<file path="src/rtl/puf_request_arbiter.sv">
// puf_request_arbiter
// Shares one TERO-loop evaluation FSM among NUM_REQ requesters. A round-robin
// grant latches one challenge, the per-loop counts are captured and averaged
// while the FSM runs, then adjacent loop pairs are compared to build the
// response, which is returned with the requester ID over valid/ready.
module puf_request_arbiter #(
  parameter int NUM_REQ        = 4,
  parameter int NUM_LOOPS      = 4,
  parameter int CHALLENGE_BITS = 4,
  parameter int CNT_BITS       = 32,
  parameter int AVG_SHIFT      = 12,
  parameter int SEL_W          = $clog2(NUM_LOOPS-1)+1,
  parameter int ID_W           = $clog2(NUM_REQ)
) (
  input  logic                              clk_i,
  input  logic                              reset_i,
  input  logic [NUM_REQ-1:0]                req_valid_i,
  input  logic [NUM_REQ*CHALLENGE_BITS-1:0] req_challenge_i,
  output logic [NUM_REQ-1:0]                req_ready_o,
  output logic                              fsm_start_o,
  output logic [CHALLENGE_BITS-1:0]         fsm_challenge_o,
  input  logic                              fsm_done_i,
  input  logic                              fsm_store_i,
  input  logic [SEL_W-1:0]                  fsm_select_i,
  input  logic [CNT_BITS-1:0]               puf_count_i,
  output logic                              resp_valid_o,
  input  logic                              resp_ready_i,
  output logic [ID_W-1:0]                   resp_id_o,
  output logic [NUM_LOOPS/2-1:0]            resp_bits_o,
  output logic                              resp_err_o
);

  localparam int AVG_W  = CNT_BITS - AVG_SHIFT;
  localparam int LOOP_W = (NUM_LOOPS > 2) ? $clog2(NUM_LOOPS) : 1;

  localparam logic [1:0] S_IDLE = 2'd0;
  localparam logic [1:0] S_RUN  = 2'd1;
  localparam logic [1:0] S_CMP  = 2'd2;
  localparam logic [1:0] S_RESP = 2'd3;

  logic [1:0]                       state_q, state_d;
  logic [ID_W-1:0]                  ptr_q, ptr_d;
  logic [CHALLENGE_BITS-1:0]        chal_q;
  logic [ID_W-1:0]                  id_q;
  logic [NUM_LOOPS-1:0]             mask_q;
  logic [NUM_LOOPS-1:0][AVG_W-1:0]  avg_q;
  logic [NUM_LOOPS/2-1:0]           bits_q, bits_d;
  logic                             err_q;

  logic            gnt_found;
  logic [ID_W-1:0] gnt_idx;
  logic            grant;
  int              j;
  logic [ID_W-1:0] jj;
  logic            store_hit;
  logic [LOOP_W-1:0] sel_idx;

  // The dropped low count bits are intentionally discarded by the average.
  logic unused_cnt_lsb;
  assign unused_cnt_lsb = ^puf_count_i[AVG_SHIFT-1:0];

  // Round-robin search: first valid requester starting at the pointer.
  always_comb begin
    gnt_found = 1'b0;
    gnt_idx   = '0;
    j         = 0;
    jj        = '0;
    for (int i = 0; i < NUM_REQ; i++) begin
      j  = (int'(ptr_q) + i) % NUM_REQ;
      jj = ID_W'(j);
      if (!gnt_found && req_valid_i[jj]) begin
        gnt_found = 1'b1;
        gnt_idx   = jj;
      end
    end
  end

  // A grant needs an idle arbiter and an FSM that has fully dropped done.
  assign grant = (state_q == S_IDLE) && !reset_i && !fsm_done_i && gnt_found;
  assign ptr_d = (gnt_idx == ID_W'(NUM_REQ-1)) ? '0 : gnt_idx + 1'b1;

  // One-hot accept pulse to the granted requester.
  always_comb begin
    req_ready_o = '0;
    if (grant) req_ready_o[gnt_idx] = 1'b1;
  end

  // Only in-range loop indices are captured; others are dropped silently.
  assign store_hit = (state_q == S_RUN) && fsm_store_i &&
                     ({{(32-SEL_W){1'b0}}, fsm_select_i} < 32'(NUM_LOOPS));
  assign sel_idx   = LOOP_W'(fsm_select_i);

  // Next-state logic for the grant / run / compare / respond sequence.
  always_comb begin
    state_d = state_q;
    case (state_q)
      S_IDLE:  if (grant)        state_d = S_RUN;
      S_RUN:   if (fsm_done_i)   state_d = S_CMP;
      S_CMP:                     state_d = S_RESP;
      S_RESP:  if (resp_ready_i) state_d = S_IDLE;
      default:                   state_d = S_IDLE;
    endcase
  end

  // Pairwise compare of averages; ties resolve to 0.
  always_comb begin
    bits_d = '0;
    for (int k = 0; k < NUM_LOOPS/2; k++)
      bits_d[k] = avg_q[2*k] > avg_q[2*k+1];
  end

  // Control state, round-robin pointer and per-grant latches.
  always_ff @(posedge clk_i) begin
    if (reset_i) begin
      state_q <= S_IDLE;
      ptr_q   <= '0;
      chal_q  <= '0;
      id_q    <= '0;
    end else begin
      state_q <= state_d;
      if (grant) begin
        ptr_q  <= ptr_d;
        chal_q <= req_challenge_i[gnt_idx*CHALLENGE_BITS +: CHALLENGE_BITS];
        id_q   <= gnt_idx;
      end
    end
  end

  // Capture averaged counts and track which loops were reported this run.
  always_ff @(posedge clk_i) begin
    if (reset_i) begin
      mask_q <= '0;
      avg_q  <= '0;
    end else begin
      if (grant) mask_q <= '0;
      if (store_hit) begin
        mask_q[sel_idx] <= 1'b1;
        avg_q[sel_idx]  <= puf_count_i[CNT_BITS-1:AVG_SHIFT];
      end
    end
  end

  // Response bits and error flag are frozen in the single compare cycle.
  always_ff @(posedge clk_i) begin
    if (reset_i) begin
      bits_q <= '0;
      err_q  <= 1'b0;
    end else if (state_q == S_CMP) begin
      bits_q <= bits_d;
      err_q  <= ~&mask_q;
    end
  end

  // Strobes are gated by reset so an aborted run never looks active.
  assign fsm_start_o     = (state_q == S_RUN)  && !reset_i;
  assign resp_valid_o    = (state_q == S_RESP) && !reset_i;
  assign fsm_challenge_o = chal_q;
  assign resp_id_o       = id_q;
  assign resp_bits_o     = bits_q;
  assign resp_err_o      = err_q;

endmodule
</file>
<file path="config.mk">
export PLATFORM = sky130hd
export DESIGN_NAME = puf_request_arbiter
export DESIGN_NICKNAME = d
export VERILOG_FILES = /design/src/rtl/puf_request_arbiter.sv
export SDC_FILE = /design/constraint.sdc
export NUM_CORES = 1
export LEC_CHECK = 0
export ABC_AREA = 1
export CAP_MARGIN = 5
export CORE_UTILIZATION = 35
export DETAILED_ROUTE_END_ITERATION = 16
export PLACE_DENSITY = 0.68
export RECOVER_POWER = 50
export SLEW_MARGIN = 20
export SYNTH_ARGS = -nofsm -noshare
export SYNTH_HDL_FRONTEND = slang
export SYNTH_SLANG_ARGS = --single-unit
</file>
<file path="constraint.sdc">
create_clock -name clk_i -period 3.7 [get_ports clk_i]
set_clock_uncertainty 0.15 [all_clocks]
set_input_delay 0.74 -clock clk_i [delete_from_list [all_inputs] [get_ports clk_i]]
set_output_delay 0.74 -clock clk_i [all_outputs]
set_load 0.01 [all_outputs]
</file>
==> impl_metrics.py <==
metrics = {
    "routing": {
        "via_per_inst": 4.74,
        "ant_nets": 0,
        "drt-pass1-iter-count": 4,
        "avgRoutedWirePerCell_um": 12.1,
        "wirelength_mm": 11.2,
        "drc": 0,
        "vias": 4383,
        "drt_first_iter_violations": 334,
    },
    "worst_setup_path": {
        "cp-startpoint": "req_valid_i[1]",
        "path_class": "primary input to output port",
        "r2r_slack_ns": 1.29,
        "arrival_ns": 2.56,
        "cp-start-kind": "primary input",
        "crit_path_max_fanout": 5,
        "critPathCaptureType": "output port",
        "reg2reg_to": "avg_q[0]$_SDFFE_PP0P_",
        "setup.worst_path.end": "req_ready_o[1]",
        "r2r-start": "state_q[1]$_SDFFE_PP0P_",
        "worst_ep_required_time_ns": 2.81,
        "r2r_cells": 10,
    },
    "timing": {
        "post-route-period-util_pct": 93.2,
        "final-setup-viol-count": 0,
        "clock.fmax_mhz": 290,
        "min_period_ns": 3.45,
        "rsz0062_at_grt": "false",
        "tightest_slew_ns": 1.09,
        "holdWs_ns": 0.305,
        "hold_viol_final": 0,
        "fin_ws_ns": 0.250,
        "slew_headroom_pct": 27.1,
        "slew_violations": 0,
    },
    "yosys": {
        "synthesis.nets": 790,
        "synthXorXnorAreaFrac_pct": 0,
        "synth_edf_count": 0,
        "ys.flop_type": "dfxtp_1",
        "synth_top_area_share_pct": 39.3,
        "synth_compound_area_share_pct": 18.2,
        "yosysMostFrequentCell": "nor2_1",
        "synthSimpleGateAreaFrac_pct": 20.6,
        "synth_top_family_by_area": "simple AND/OR/NAND/NOR gates",
        "syn_avg_cell_area_um2": 7.25,
        "synth_commonest_cells": "nor2_1, o21ai_0, dfxtp_1, inv_1, nand2_1",
        "muxShareOfSynthArea_pct": 0,
        "yosysWarnings": 0,
        "async_flop_share_pct": 0,
        "yosys.cell_types.count": 25,
        "ys_seq_area_share_pct": 39.3,
        "postSynthCellCount": 681,
        "synthAdderAreaFrac_pct": 12.4,
        "ys_ff_latch": 97,
        "synth_top_area_cell": "dfxtp_1",
        "syn_area_mm2": 0.00494,
        "yosys-top-cells-area": "dfxtp_1, ha_1, o21ai_0",
    },
    "global_routing": {
        "antenna_found_initial": 0,
        "grt_overflow_total": 0,
        "grt_usage_pct": 16.4,
        "grt_pass1_wl_mm": 18.9,
        "grt_max_degree": 45,
        "grt_pass1_vias": 3993,
    },
    "power_and_ir_drop": {
        "switching_share_pct": 31.7,
        "ir_worst_vdd_mv": 0.267,
        "leakage_nw": 2.72,
        "switching_power_uw": 942,
        "p_seq_share_pct": 38.7,
        "p_per_area_mw_per_mm2": 488,
        "finalPower_mw": 2.97,
        "intPower_mw": 2.03,
        "clockPowerShare_pct": 32.8,
        "p_comb_share_pct": 28.6,
    },
    "layout": {
        "fill_cells": 1369,
        "finalInstanceArea_mm2": 0.00609,
        "area_growth_pct": 23.2,
        "utilization_pct": 44.0,
        "layout-drive-gt1-share_pct": 6.05,
        "antenna_cells": 0,
        "final_nets": 848,
    },
    "floorplanning": {
        "num_io_pins": 75,
        "die_area_mm2": 0.0146,
        "core_area_mm2": 0.0138,
        "rows": 43,
        "fp.dieH_um": 121,
        "die_x_um": 121,
        "initial_core_util_pct": 35.7,
    },
    "placed_design": {
        "place.detailed.hpwl_mm": 8.01,
        "place_ws_ns": -0.0316,
        "gp_congestion": 0.829,
        "place_area_mm2": 0.00578,
        "io_buffers": 62,
    },
    "clock_tree": {
        "post_cts_buffers": 0,
        "htree_levels": 3,
        "worstSkewPairLatency_ns": 0.34,
        "clk_pin_slew_worst_paths_ns": 0.07,
        "cts_root_buf": "clkbuf_16",
        "cts.sinks": 97,
        "clock_path_buffers": 2,
        "holdBufCountCts": 0,
        "cts_tree": "done",
        "cts_buffers": 9,
    },
    "status": {
        "status": "completed",
    },
    "worst_hold_path": {
        "hold_path.class": "register to register",
    },
    "flow_run": {
        "maxCapViolCount": 0,
    },
}
## power groups by stage
stage / clock network (mW) / logic, mW / registers (mW)
after floorplan: 0 / 0.569 / 1.17
after global placement: 0 / 0.856 / 1.17
after detailed placement: 0 / 0.863 / 1.17
after CTS: 0.987 / 0.865 / 1.15
after global routing: 1.04 / 0.980 / 1.16
final: 0.973 / 0.848 / 1.15
## kinds of logic after synthesis
kind of cell,count (synthesis)
compound gates,177
fa+ha+maj,49
buf+inv,119
flops,97
simple gates,239
## flip-flops by register name, indices dropped and copies added, names as in the netlist
signal / flops
ptr_q: 2
resp_err_o: 1
resp_bits_o: 2
state_q: 2
resp_id_o: 2
mask_q: 4
avg_q: 80
fsm_challenge_o: 4
## timing repair
item,4_1_cts,5_1_grt
gates resized for setup,3,1
gates cloned,0,0
pin swaps,1,1
endpoints found under the setup margin,3,1
## layout make-up
class	count	area [um2]	area share (%)
Multi-Input combinational cell	465	2530	41.6
Sequential cell	97	1940	31.9
Timing Repair Buffer	76	733	12.0
Inverter	90	338	5.55
Clock buffer	11	253	4.15
Tap cell	180	225	3.70
Clock inverter	5	62.6	1.03
## how the worst min path moves through the flow
stage,start,to,slack [ns],cells past startpoint
floorplan,avg_q[60]$_SDFFE_PP0P_,avg_q[60]$_SDFFE_PP0P_,0.28,2
global placement,avg_q[71]$_SDFFE_PP0P_,avg_q[71]$_SDFFE_PP0P_,0.29,2
detailed placement,avg_q[71]$_SDFFE_PP0P_,avg_q[71]$_SDFFE_PP0P_,0.30,2
CTS,avg_q[71]$_SDFFE_PP0P_,avg_q[71]$_SDFFE_PP0P_,0.31,2
global route,avg_q[31]$_SDFFE_PP0P_,avg_q[31]$_SDFFE_PP0P_,0.33,2
finish,avg_q[72]$_SDFFE_PP0P_,avg_q[72]$_SDFFE_PP0P_,0.31,2
## critical path, cell delays in order
cell and delay, ns:
clkdlybuf4s50_1 0.47, inv_1 0.06, nand2_1 0.07, nand3_1 0.12, nand2_2 0.14, inv_1 0.08, nand2_1 0.08, nand2_1 0.06
nand3_2 0.11, inv_1 0.07, ha_1 0.19, inv_1 0.05, nor2_1 0.03, dlygate4sd2_1 0.27
## through the flow
stage               instances  setup TNS, ns
detailed placement        908        -0.0893
CTS                       924              0
global placement          908        -0.0217
floorplan                 681              0
finish                    924              0
global route              924              0
## layout by cell type (no fill, tap or decap)
cell type	count
nor2_1	105
o211ai_1	2
buf_12	1
nand3_4	1
inv_6	1
o21ai_1	1
nand3_1	27
o22ai_1	1
nor3_1	4
dfxtp_1	97
dlygate4sd2_1	3
nor4_1	2
clkbuf_8	2
nand2_1	83
nand2_2	8
nand3_2	2
a21oi_1	72
a41oi_1	1
clkinv_1	1
buf_4	12
ha_1	49
clkinvlp_4	2
nand4_1	5
dlygate4sd3_1	10
clkbuf_16	9
a211oi_1	1
bufinv_16	1
inv_2	3
clkbuf_1	1
dlymetal6s2s_1	1
nor3_2	1
nor2_8	1
clkinv_4	1
o21ai_0	99
clkdlybuf4s50_1	48
inv_1	86
## routing by layer
metal / track usage (%) / vias to the layer above / wire length (um)
met2: 27.2 / 72 / 5240
li1: - / 2328 / -
met5: 0 / - / 0
met4: 5.86 / 0 / 184
met3: 2.03 / 13 / 353
met1: 21.8 / 1970 / 5440
Power figures use the tool's default switching activity.
==> variant: new RTL, config.mk and constraints unchanged <==
The parameter `CHALLENGE_BITS` goes from 4 to 6.
--- a/src/rtl/puf_request_arbiter.sv
+++ b/src/rtl/puf_request_arbiter.sv
@@ -7,5 +7,5 @@
   parameter int NUM_REQ        = 4,
   parameter int NUM_LOOPS      = 4,
-  parameter int CHALLENGE_BITS = 4,
+  parameter int CHALLENGE_BITS = 6,
   parameter int CNT_BITS       = 32,
   parameter int AVG_SHIFT      = 12,
Ports: changed (resized fsm_challenge_o and req_challenge_i); port bits go from 75 to 85. No check against the original RTL was run, so the function may have changed too.
==> variant against the original RTL <==
- utilization up 0.17 points
- cell area up 5.5%
- total power grew 5.3%
- worst setup slack worse by 0.063 ns
- register-to-register slack got worse by 0.23 ns
- synthesized area grew 5.7%
- sequential share of layout area fell by 1.0 points
- routed wire length up 5.2%
- sequential cell count up 2
- synthesized cell count rose by 6.0%
- clock power down 8.0%
- via count grew 5.2%
- critical endpoint is now req_ready_o[3]
==> variant: results (changes against the original RTL) <==
Yosys
  – Synth top area cells: dfxtp_1, ha_1, o21ai_0
  – Adder-cell share of the synthesized area: 11.7% (-0.67 points)
  – Sequential share of the synthesized area: 38.0% (-1.3 points)
  – Total of warnings raised by yosys: 0 (unchanged)
  – Netlist cell types: 29 (+16%)
  – Compound-gate portion of the synthesized area: 16.7% (-1.5 points)
  – Synthesized net count: 839 (+6.2%)

Cells and area
  – Clock network area share: 4.48% (-0.70 points)
  – Multi-input gate area: 2670 um^2 (+5.3%)
  – Count of fill cells added during filler insertion: 1543 (+13%)
  – Number of ordinary and repair buffers in the finished layout: 88 (+16%)
  – Sequential cell area in the final layout: 1980 um^2 (+2.1%)
  – Number of clock buffer instances in the layout: 12 (+1)
  – Multi-Input Combinational: 480 (+3.2%)
  – Proportion of layout cells with a drive suffix above 1: 6.55% (+0.50 points)
  – Layout buffering overhead excluding clock cells: 13.0% (+0.93 points)

Drt
  – Starting DRC count in detailed routing: 180 (-46%)
  – Detail Route met2 WL: 5.28 mm (+0.71%)
  – Routed wire per std cell: 12.1 um (-0.64%)
  – Routed met1 length: 5.77 mm (+6.1%)

Global route
  – GRT overflow: 0 (unchanged)
  – Via count of the first global-routing pass: 4144 (+3.8%)
  – Grt met1 use: 20.7% (-1.0 points)
  – Wire length of the first global-routing pass: 19.4 mm (+2.8%)
  – Global routing usage on met2: 26.7% (-0.50 points)
  – Largest net degree at the start of global routing: 89 (+98%)

Hold path
  – Launch point of the worst hold path: avg_q[38]
  – Hold Crit Endpoint: avg_q[38]

Status
  – Result of the run: finished clean

Setup path
  – Maximum fanout along the worst path: 4 (-1)
  – Flop2flop setup slack: 1.06 ns (-0.23 ns)
  – WP data arrival: 2.62 ns (+0.06 ns)
  – Depth of the most critical reg-to-reg path: 13 (+3)
  – RR Startpoint: ptr_q[0]
  – Worst R2R End: state_q[0]

Place
  – Post-Place Setup Slack: -0.0857 ns (-0.0542 ns)
  – IO buf count: 72 (+16%)
  – HPWL after DPL: 8.38 mm (+4.6%)

STA
  – Slew of the pin with the lowest slew margin: 1.43 ns (+0.337 ns)
==> variant: per-stage QoR <==
step / total power [mW] / area [um^2] / std cells / hold slack (ns)
after floorplan: 1.93 / 5220 / 722 / 0.277
after global placement: 2.27 / 6140 / 962 / 0.295
after detailed placement: 2.28 / 6140 / 962 / 0.298
after CTS: 3.19 / 6430 / 978 / 0.309
after global routing: 3.37 / 6420 / 978 / 0.322
final: 3.13 / 6420 / 978 / 0.307
==> variant: worst max path at each step <==
| stage | from | end | slack [ns] | depth (start not counted) |
|---|---|---|---|---|
| global placement | req_valid_i[1] | req_ready_o[3] | -0.06 | 14 |
| detailed placement | req_valid_i[3] | req_ready_o[3] | -0.09 | 14 |
| finish | req_valid_i[3] | req_ready_o[3] | 0.19 | 14 |
| global route | req_valid_i[3] | req_ready_o[2] | 0.04 | 14 |
| CTS | req_valid_i[3] | req_ready_o[0] | 0.007 | 12 |
| floorplan | req_valid_i[3] | req_ready_o[3] | 0.84 | 12 |
==> variant: critical path: stages <==
cell and delay [ns]:
clkdlybuf4s50_1 0.42, inv_1 0.08, nand2_1 0.07, nand3_1 0.14, nand2_2 0.09, nor2_4 0.17
nand3_1 0.10, nand3_2 0.09, nand2_4 0.07, inv_2 0.07, ha_1 0.15, inv_1 0.05
nor2_1 0.09, dlygate4sd2_1 0.29
==> variant: what timing repair did <==
| item | CTS | global route |
|---|---|---|
| buffers inserted | 0 | 0 |
| gates resized for setup | 3 | 1 |
| setup endpoints to repair | 3 | 1 |
==> variant: power breakdown <==
group / total (mW) / switching, mW / internal [mW]
registers: 1.19 / 0.0470 / 1.14
clock network: 0.895 / 0.398 / 0.498
logic: 1.04 / 0.621 / 0.421
total: 3.13 / 1.07 / 2.06
